==> src/rtl/equalize_lut_ctrl_pkg.sv <==
// Shared types and defaults for the histogram-equalisation LUT sequencer.
// Latency: n/a (declarations only).
// Backpressure: n/a.
package equalize_lut_ctrl_pkg;

  localparam int DEF_ADDR_W  = 8;
  localparam int DEF_DATA_W  = 8;
  localparam int DEF_TIMEOUT = 64;

  // Sequencer states; encodings are shared with the divider and remap blocks.
  typedef enum logic [2:0] {
    S_IDLE  = 3'd0,
    S_RD    = 3'd1,
    S_LAT   = 3'd2,
    S_ISSUE = 3'd3,
    S_WAIT  = 3'd4,
    S_WR    = 3'd5,
    S_FIN   = 3'd6
  } state_t;

  // Width of a counter that must be able to hold the value t.
  function automatic int cnt_width(input int t);
    return (t < 2) ? 1 : $clog2(t + 1);
  endfunction

endpackage

==> src/rtl/equalize_lut_ctrl_div_watchdog.sv <==
// Divider watchdog: counts cycles spent waiting for a divider result.
// Latency: expired is combinational on the TIMEOUT-th enabled cycle.
// Backpressure: none; counter saturates once expired.
// Ports: clk, reset (async active-low), clear (zero the count),
//        count_en (one waiting cycle), expired (this is wait cycle TIMEOUT).
module equalize_lut_ctrl_div_watchdog
  import equalize_lut_ctrl_pkg::*;
#(
  parameter int TIMEOUT = DEF_TIMEOUT
) (
  input  logic clk,
  input  logic reset,
  input  logic clear,
  input  logic count_en,
  output logic expired
);

  localparam int CW = cnt_width(TIMEOUT);

  logic [CW-1:0] cnt;

  // cnt holds the number of enabled cycles already completed, so the
  // TIMEOUT-th waiting cycle is the one that sees cnt == TIMEOUT-1.
  assign expired = count_en && (cnt == CW'(TIMEOUT - 1));

  always_ff @(posedge clk or negedge reset) begin
    if (!reset) begin
      cnt <= '0;
    end else if (clear) begin
      cnt <= '0;
    end else if (count_en && !expired) begin
      cnt <= cnt + 1'b1;
    end
  end

endmodule

==> src/rtl/equalize_lut_ctrl.sv <==
// Sequencer: CDF RAM -> divider -> equalisation LUT RAM, one entry at a time.
// Latency: 5 cycles/entry with a 1-cycle divider; start-to-done 5*2^ADDR_W+2 cycles inclusive.
// Backpressure: stalls in WAIT for div_ready; aborts with err after TIMEOUT cycles.
// Ports: start/busy/done/err run control; cdf_rd_* CDF read port (1-cycle read
//        latency); div_* divider handshake and operand; lut_wr_* LUT write port.
module equalize_lut_ctrl
  import equalize_lut_ctrl_pkg::*;
#(
  parameter int ADDR_W  = DEF_ADDR_W,
  parameter int DATA_W  = DEF_DATA_W,
  parameter int TIMEOUT = DEF_TIMEOUT
) (
  input  logic              clk,
  input  logic              reset,
  input  logic              start,
  output logic              busy,
  output logic              done,
  output logic              err,
  output logic              cdf_rd_en,
  output logic [ADDR_W-1:0] cdf_rd_addr,
  input  logic [DATA_W-1:0] cdf_rd_data,
  output logic              div_enable,
  output logic [DATA_W-1:0] div_cdf_in,
  input  logic [DATA_W-1:0] div_g_out,
  input  logic              div_ready,
  output logic              lut_wr_en,
  output logic [ADDR_W-1:0] lut_wr_addr,
  output logic [DATA_W-1:0] lut_wr_data
);

  localparam logic [ADDR_W-1:0] LAST_IDX = '1;

  state_t            state, state_nxt;
  logic [ADDR_W-1:0] idx, idx_nxt;
  logic              wd_clear, wd_en, wd_expired;

  equalize_lut_ctrl_div_watchdog #(.TIMEOUT(TIMEOUT)) u_watchdog (
    .clk      (clk),
    .reset    (reset),
    .clear    (wd_clear),
    .count_en (wd_en),
    .expired  (wd_expired)
  );

  always_ff @(posedge clk or negedge reset) begin
    if (!reset) begin
      state <= S_IDLE;
    end else begin
      state <= state_nxt;
    end
  end

  always_comb begin
    state_nxt = state;
    idx_nxt   = idx;
    wd_clear  = 1'b0;
    wd_en     = 1'b0;
    case (state)
      S_IDLE: begin
        if (start) begin
          state_nxt = S_RD;
          idx_nxt   = '0;
        end
      end
      S_RD:    state_nxt = S_LAT;
      S_LAT:   state_nxt = S_ISSUE;
      S_ISSUE: begin
        wd_clear  = 1'b1;
        state_nxt = S_WAIT;
      end
      S_WAIT: begin
        // Only WAIT looks at div_ready, so a ready left over from ISSUE is
        // never mistaken for this entry's result. Ready wins over expiry.
        wd_en = 1'b1;
        if (div_ready) begin
          state_nxt = S_WR;
        end else if (wd_expired) begin
          state_nxt = S_FIN;
        end
      end
      S_WR: begin
        if (idx == LAST_IDX) begin
          state_nxt = S_FIN;
        end else begin
          idx_nxt   = idx + 1'b1;
          state_nxt = S_RD;
        end
      end
      S_FIN:   state_nxt = S_IDLE;
      default: state_nxt = S_IDLE;
    endcase
  end

  // Outputs are flopped from the next state so each strobe is high exactly
  // while the FSM sits in its state, without any decode glitch.
  always_ff @(posedge clk or negedge reset) begin
    if (!reset) begin
      idx         <= '0;
      busy        <= 1'b0;
      done        <= 1'b0;
      err         <= 1'b0;
      cdf_rd_en   <= 1'b0;
      cdf_rd_addr <= '0;
      div_enable  <= 1'b0;
      div_cdf_in  <= '0;
      lut_wr_en   <= 1'b0;
      lut_wr_addr <= '0;
      lut_wr_data <= '0;
    end else begin
      idx        <= idx_nxt;
      busy       <= (state_nxt != S_IDLE);
      done       <= (state_nxt == S_FIN);
      cdf_rd_en  <= (state_nxt == S_RD);
      div_enable <= (state_nxt == S_ISSUE);
      lut_wr_en  <= (state_nxt == S_WR);

      if (state == S_IDLE && start) begin
        err <= 1'b0;
      end else if (state == S_WAIT && state_nxt == S_FIN) begin
        err <= 1'b1;
      end

      if (state_nxt == S_RD) begin
        cdf_rd_addr <= idx_nxt;
      end
      // Read data arrives in LAT; the operand then holds until the next LAT.
      if (state == S_LAT) begin
        div_cdf_in <= cdf_rd_data;
      end
      if (state == S_WAIT && div_ready) begin
        lut_wr_addr <= idx;
        lut_wr_data <= div_g_out;
      end
    end
  end

endmodule
==> config.mk <==
export PLATFORM = sky130hd
export DESIGN_NAME = equalize_lut_ctrl
export DESIGN_NICKNAME = d
export VERILOG_FILES = /design/src/rtl/equalize_lut_ctrl_pkg.sv /design/src/rtl/equalize_lut_ctrl_div_watchdog.sv /design/src/rtl/equalize_lut_ctrl.sv
export SDC_FILE = /design/constraint.sdc
export NUM_CORES = 1
export LEC_CHECK = 0
export BUFFER_PORTS_ARGS = -buffer_cell sky130_fd_sc_hd__buf_2
export CELL_PAD_IN_SITES_DETAIL_PLACEMENT = 1
export CELL_PAD_IN_SITES_GLOBAL_PLACEMENT = 1
export CORE_UTILIZATION = 35
export CTS_CLUSTER_DIAMETER = 60
export DETAILED_ROUTE_END_ITERATION = 7
export GPL_TIMING_DRIVEN = 0
export PLACE_DENSITY = 0.77
export SLEW_MARGIN = 20
export SYNTH_ARGS = -nofsm -noshare
export SYNTH_HDL_FRONTEND = slang
export SYNTH_SLANG_ARGS = --single-unit
export TNS_END_PERCENT = 10
==> constraint.sdc <==
create_clock -name clk -period 4 [get_ports clk]
set_input_delay 0.2 -clock clk [delete_from_list [all_inputs] [get_ports clk]]
set_output_delay 0.2 -clock clk [all_outputs]
set_load 0.02 [all_outputs]
Yosys cells after proc, flatten, opt, wreduce, memory -nomap -nowiden:

Index checks and enable logic that the tools add are counted.

* memories: 0
* register bits: 56
* input port bits: 20
* output and inout port bits: 38
* RAM bits: 0
* bits in read-only memories: 0
* bits in latches: 0
* word-level logic and storage cells: 50

* eq/ne operators: 11
* bitwise gates (word level): 0
* add/sub/neg operators: 2
* div/mod/pow operators: 0
* multiply operators: 0
* reductions and logical operators: 10
* magnitude comparators: 0
* shift operators: 0
* muxes and demuxes: 14

Operators with widths (number)
* case mux 3 bit (6 select lines): 1
* 2-to-1 mux 8 bit: 2
* case mux 8 bit (2 select lines): 1
* 2-to-1 mux 7 bit: 2
* equality test 3 bit, second input constant: 4
* 2-to-1 mux 3 bit: 4
* equality test 3 x 2 -> 1 bit, second input constant: 3
* adder 8 x 1 -> 8 bit, second input constant: 1
* equality test 8 bit, second input constant: 1
* adder 7 x 1 -> 7 bit, second input constant: 1
* equality test 7 x 6 -> 1 bit, second input constant: 1
* equality test 3 x 1 -> 1 bit, second input constant: 2
* logical AND 1 bit: 5
* 2-to-1 mux 1 bit: 4
* nonzero test 2 bit: 2
* logical NOT 3 bit: 1
* nonzero test 3 bit: 1
* logical NOT 1 bit: 1

Logic depth before layout (Yosys ltp):

* word-level depth: 10
* depth in mapped cells: 6
* gate-level depth less buffers: 5

Hierarchy:

A second synthesis with hierarchy kept.

* cell total of the unflattened synthesis: 193
* area total of the unflattened synthesis: 2467.4 um^2

Modules (own cells, without submodules)
* equalize_lut_ctrl: times used 1, area each 2077.0 um^2, cells each 154, seq. area each 1226.2 um^2
* equalize_lut_ctrl_div_watchdog: times used 1, area each 390.4 um^2, cells each 39, seq. area each 175.2 um^2

Least setup slack after synthesis:

OpenSTA, ideal clock, no wires.

* path type: reg-to-reg
* start point: register idx[0]
* end point: register cdf_rd_addr[7]
* library setup time: 0.128 ns
* period minus slack after synthesis: 2.009 ns
* setup slack: 1.991 ns
* data required time: 3.872 ns
* data arrival time: 1.881 ns
* stages on the path, launching flop included: 7
* buffers on the path: 1
* cells stage by stage: dfrtp_1 ha_1 nand3_2 or4_1 buf_2 nand2_4 mux2_1

* longest elaborated chain between the ends: 4
* elaborated cells between the ends (all ways): 7
* classes of those cells: add/sub (1); eq/ne (2); mux (4)

RTL lines
* from (decl): line equalize_lut_ctrl.sv:34 `logic [ADDR_W-1:0] idx, idx_nxt;`
* from (signal assigned): line equalize_lut_ctrl.sv:110 `idx <= idx_nxt;`
* branches (longest 4 deep; another with adder 8 x 1 -> 8 bit)
* to (signal assigned): line equalize_lut_ctrl.sv:124 `cdf_rd_addr <= idx_nxt;`
* to (decl): line equalize_lut_ctrl.sv:20 `output logic [ADDR_W-1:0] cdf_rd_addr,`

Parallel ways; which one is timed is not known.
A chain may end at the register's enable or synchronous reset.

Worst setup path in the final report:

Ends and elaborated chain as after synthesis.

==> key figures <==
Setup path
  – Crit Path Category: flip-flop to flip-flop
  – CP max FO: 10
  – Type of origin of the critical path: flip-flop
  – Crit-path slowest cell: or4_1
  – CP Capture Type: flip-flop
  – Crit path cell chain: ha_1 -> nand3_2 -> or4_1 -> buf_2 -> nand2_4 -> mux2_1
  – R2r setup slk: approximately 1600 ps
  – Worst EP required: 4190 ps
  – Critical path's largest stage delay: between 500 and 600 ps
  – Worst endpoint data arrival time: 2540 ps

Floorplanning
  – Num ports: 58
  – Row count: 30
  – Die X: 86.47 um
  – Core ar.: 0.006832 mm2
  – Die area: approximately 0.0075 mm2
  – Die height: between 80 and 90 um
  – Initial Util: 0.3656

GRT
  – Initial antenna violation count: 0
  – Number of global-route vias before repair: between 1500 and 2000
  – Gr usage total: 0.1653
  – Met3 Usage GRT: 0.03143
  – Largest net degree at the start of global routing: 57
  – Met2 Track Usage GR: 0.2713
  – Gr ovfl total: 0
  – Gr busiest metal: met2
  – First-pass GRT wire length: 9.666 mm
  – M1 GR Usage: 0.2134

Power
  – Leakage: 1.481 nW
  – Worst vdd ir: 0.3558 mV
  – Pwr Total: between 1.5 and 2 mW
  – Pwr Density: 603.0 mW/mm2

Synth
  – Syn_area_per_cell: 12.12 um2
  – Sequential-to-total area share from yosys stat: 0.5611
  – Synth area leader: dfrtp_1
  – Number of synthesized register bits: between 50 and 60
  – Post-synth top area share: 0.5611
  – Yosys warnings: 0
  – Post-synthesis async set-or-reset flop share: 1.000
  – Syn Inst Count: between 200 and 250
  – Most frequent cells after synthesis: dfrtp_1 (56), mux2_2 (24), nand2_1 (14)
  – Mapped Area: 0.002497 mm2
  – Ys flop type: dfrtp_1
  – Post-synth EDFFs: 0
  – Area contributors post-synth: dfrtp_1 (56%), mux2_2 (11%), nand2_1 (2.1%), a22o_1 (2.1%), nor2_1 (1.7%)
  – Most common cell in the synthesized netlist: dfrtp_1
  – Synth cell types: 51
  – Mapped Nets: 228

CTS
  – Clock slew at reported path FFs: 100 ps
  – Postcts setup bufs: 0
  – Worst-skew pair later-pin latency: around 300 ps
  – # clock sinks: 56
  – # H-tree levels: 2
  – Clock buffer depth: 2
  – CTS tree: built
  – Clock Root Buffer: clkbuf_8
  – TritonCTS Buffers: 5

Drt
  – Vias/cell: ~5
  – Total wire length: 5.587 mm
  – DRC: 0
  – Drt wl/cell: 15.18 um
  – DRT iter0 DRCs: 81
  – Vias: around 1900
  – Antenna Nets Post-Route: 0
  – First-pass DRT Iterations: 4

STA
  – RSZ-0062 raised after global routing: no
  – Max-slew violations: 0
  – Actual slew at the worst max-slew pin: between 700 and 800 ps
  – Crit share post-route: 0.5883
  – TNS Setup: 0 ps
  – Post-layout min period: 2353 ps
  – Worst slew margin: 0.5237
  – Peak Freq: 425.0 MHz
  – Min Hold Slack: 116.4 ps
  – Hold Vio Cnt, Final: 0
  – Final setup viols: 0
  – Clock skew: 5.070 ps
  – Fin worst setup slack: 1647 ps

Place
  – Final RePlAce weighted congestion: 0.7773
  – Buffers on Ports: 57
  – Dpl ws: 1675 ps
  – Hpwl dp: around 4.0 mm
  – Placed cell area: between 0.002 and 0.003 mm2

Final layout
  – Fillers: between 800 and 900
  – Area Overhead vs Synth: 20.64%
  – Layout cells sized above 1: 0.3897
  – Diode count: 0
  – Total Nets Final: 293
  – Fin area: 0.003013 mm2

Worst hold path
  – Hold Crit Class: primary input to flip-flop

Run status
  – Status: finished, final reports clean

Job
  – Max-cap viol count: 0
## state kept, by name, indices dropped and copies added, names as in the netlist
register and cells:
state 3, busy 1, u_watchdog.cnt 7, idx 8, div_cdf_in 8, lut_wr_data 8, cdf_rd_en 1, err 1
lut_wr_en 1, cdf_rd_addr 8, done 1, div_enable 1, lut_wr_addr 8
## path summary, 6_finish.rpt
check                               startpoint             end  depth (start not counted)
worst max-delay path                    idx[0]  cdf_rd_addr[7]                          6
worst min-delay path              div_g_out[2]  lut_wr_data[2]                          2
worst max register to register          idx[0]  cdf_rd_addr[7]                          6
worst min register to register  cdf_rd_addr[0]  cdf_rd_addr[0]                          1
max in group asynchronous                reset  lut_wr_addr[1]                          2
min in group asynchronous                reset            done                          2
## cell type report
class	instances	area, um2	share of cell area
Tap cell	96	120.1	0.03987
Clock inverter	2	15.01	0.004983
Inverter	5	18.77	0.006229
Sequential cell	56	1401	0.4651
Clock buffer	6	82.58	0.02741
Multi-Input combinational cell	133	1016	0.3372
Buffer	12	61.31	0.02035
Timing Repair Buffer	58	297.8	0.09884
## critical path: cells and delay by family (launching register included)
kind | cells | cell delay (ps)
buf+inv | 1 | 200
mux | 1 | 350
simple gates | 3 | 830
fa+ha+maj | 1 | 370
flops | 1 | 470
## stage by stage
step / cells / utilization
after floorplan: 206 / -
after global placement: 359 / 0.4249
after detailed placement: 359 / 0.4253
after CTS: 368 / 0.4410
after global routing: 368 / 0.4410
final: 368 / 0.4410
## kinds of logic after synthesis
family / after synthesis / share of synthesized area
and+or+nand+nor: 56 / 0.1293
DFF: 56 / 0.5611
AOI/OAI and AO/OA: 44 / 0.1328
muxes: 27 / 0.1207
buffers and inverters: 17 / 0.03206
xor gates and xnor gates: 4 / 0.01403
adders and majority gates: 2 / 0.01002
## what timing repair did
item                      in CTS  in global routing
resized for setup              0                  0
hold endpoints to repair      56                  0
hold buffers                   1                  0
## cell usage in the layout, fill, tap and decap left out, types with 2 or more instances in the layout
master,Yosys,final
nor3b_1,2,2
o31ai_1,4,4
nor2_1,11,11
a21o_1,3,3
o211ai_1,3,3
ha_1,2,2
xnor2_1,2,2
nand3b_1,2,2
clkbuf_8,0,6
nand3_1,6,6
nand2_1,14,14
mux2i_1,2,2
nand4_1,2,2
o21ai_0,7,7
and2_1,2,2
mux2_2,24,24
xor2_1,2,2
inv_1,5,5
nor4_1,2,2
dfrtp_1,56,56
or3_1,2,2
clkbuf_1,3,3
buf_4,2,3
or4_1,2,2
a2bb2oi_1,2,2
clkinvlp_4,0,2
a22o_1,6,6
buf_2,6,62
a21oi_1,7,7
and3_1,2,2
## power breakdown
group          switching, mW  internal [mW]
logic                  0.417          0.283
registers             0.0811          0.711
clock network          0.184          0.141
## metal layers
metal  wire, um  vias to the layer above
met5          0                        -
met4         99                        0
met3        255                        6
met1       2496                      956
li1           -                      881
met2       2735                       51
Power figures use the tool's default switching activity.
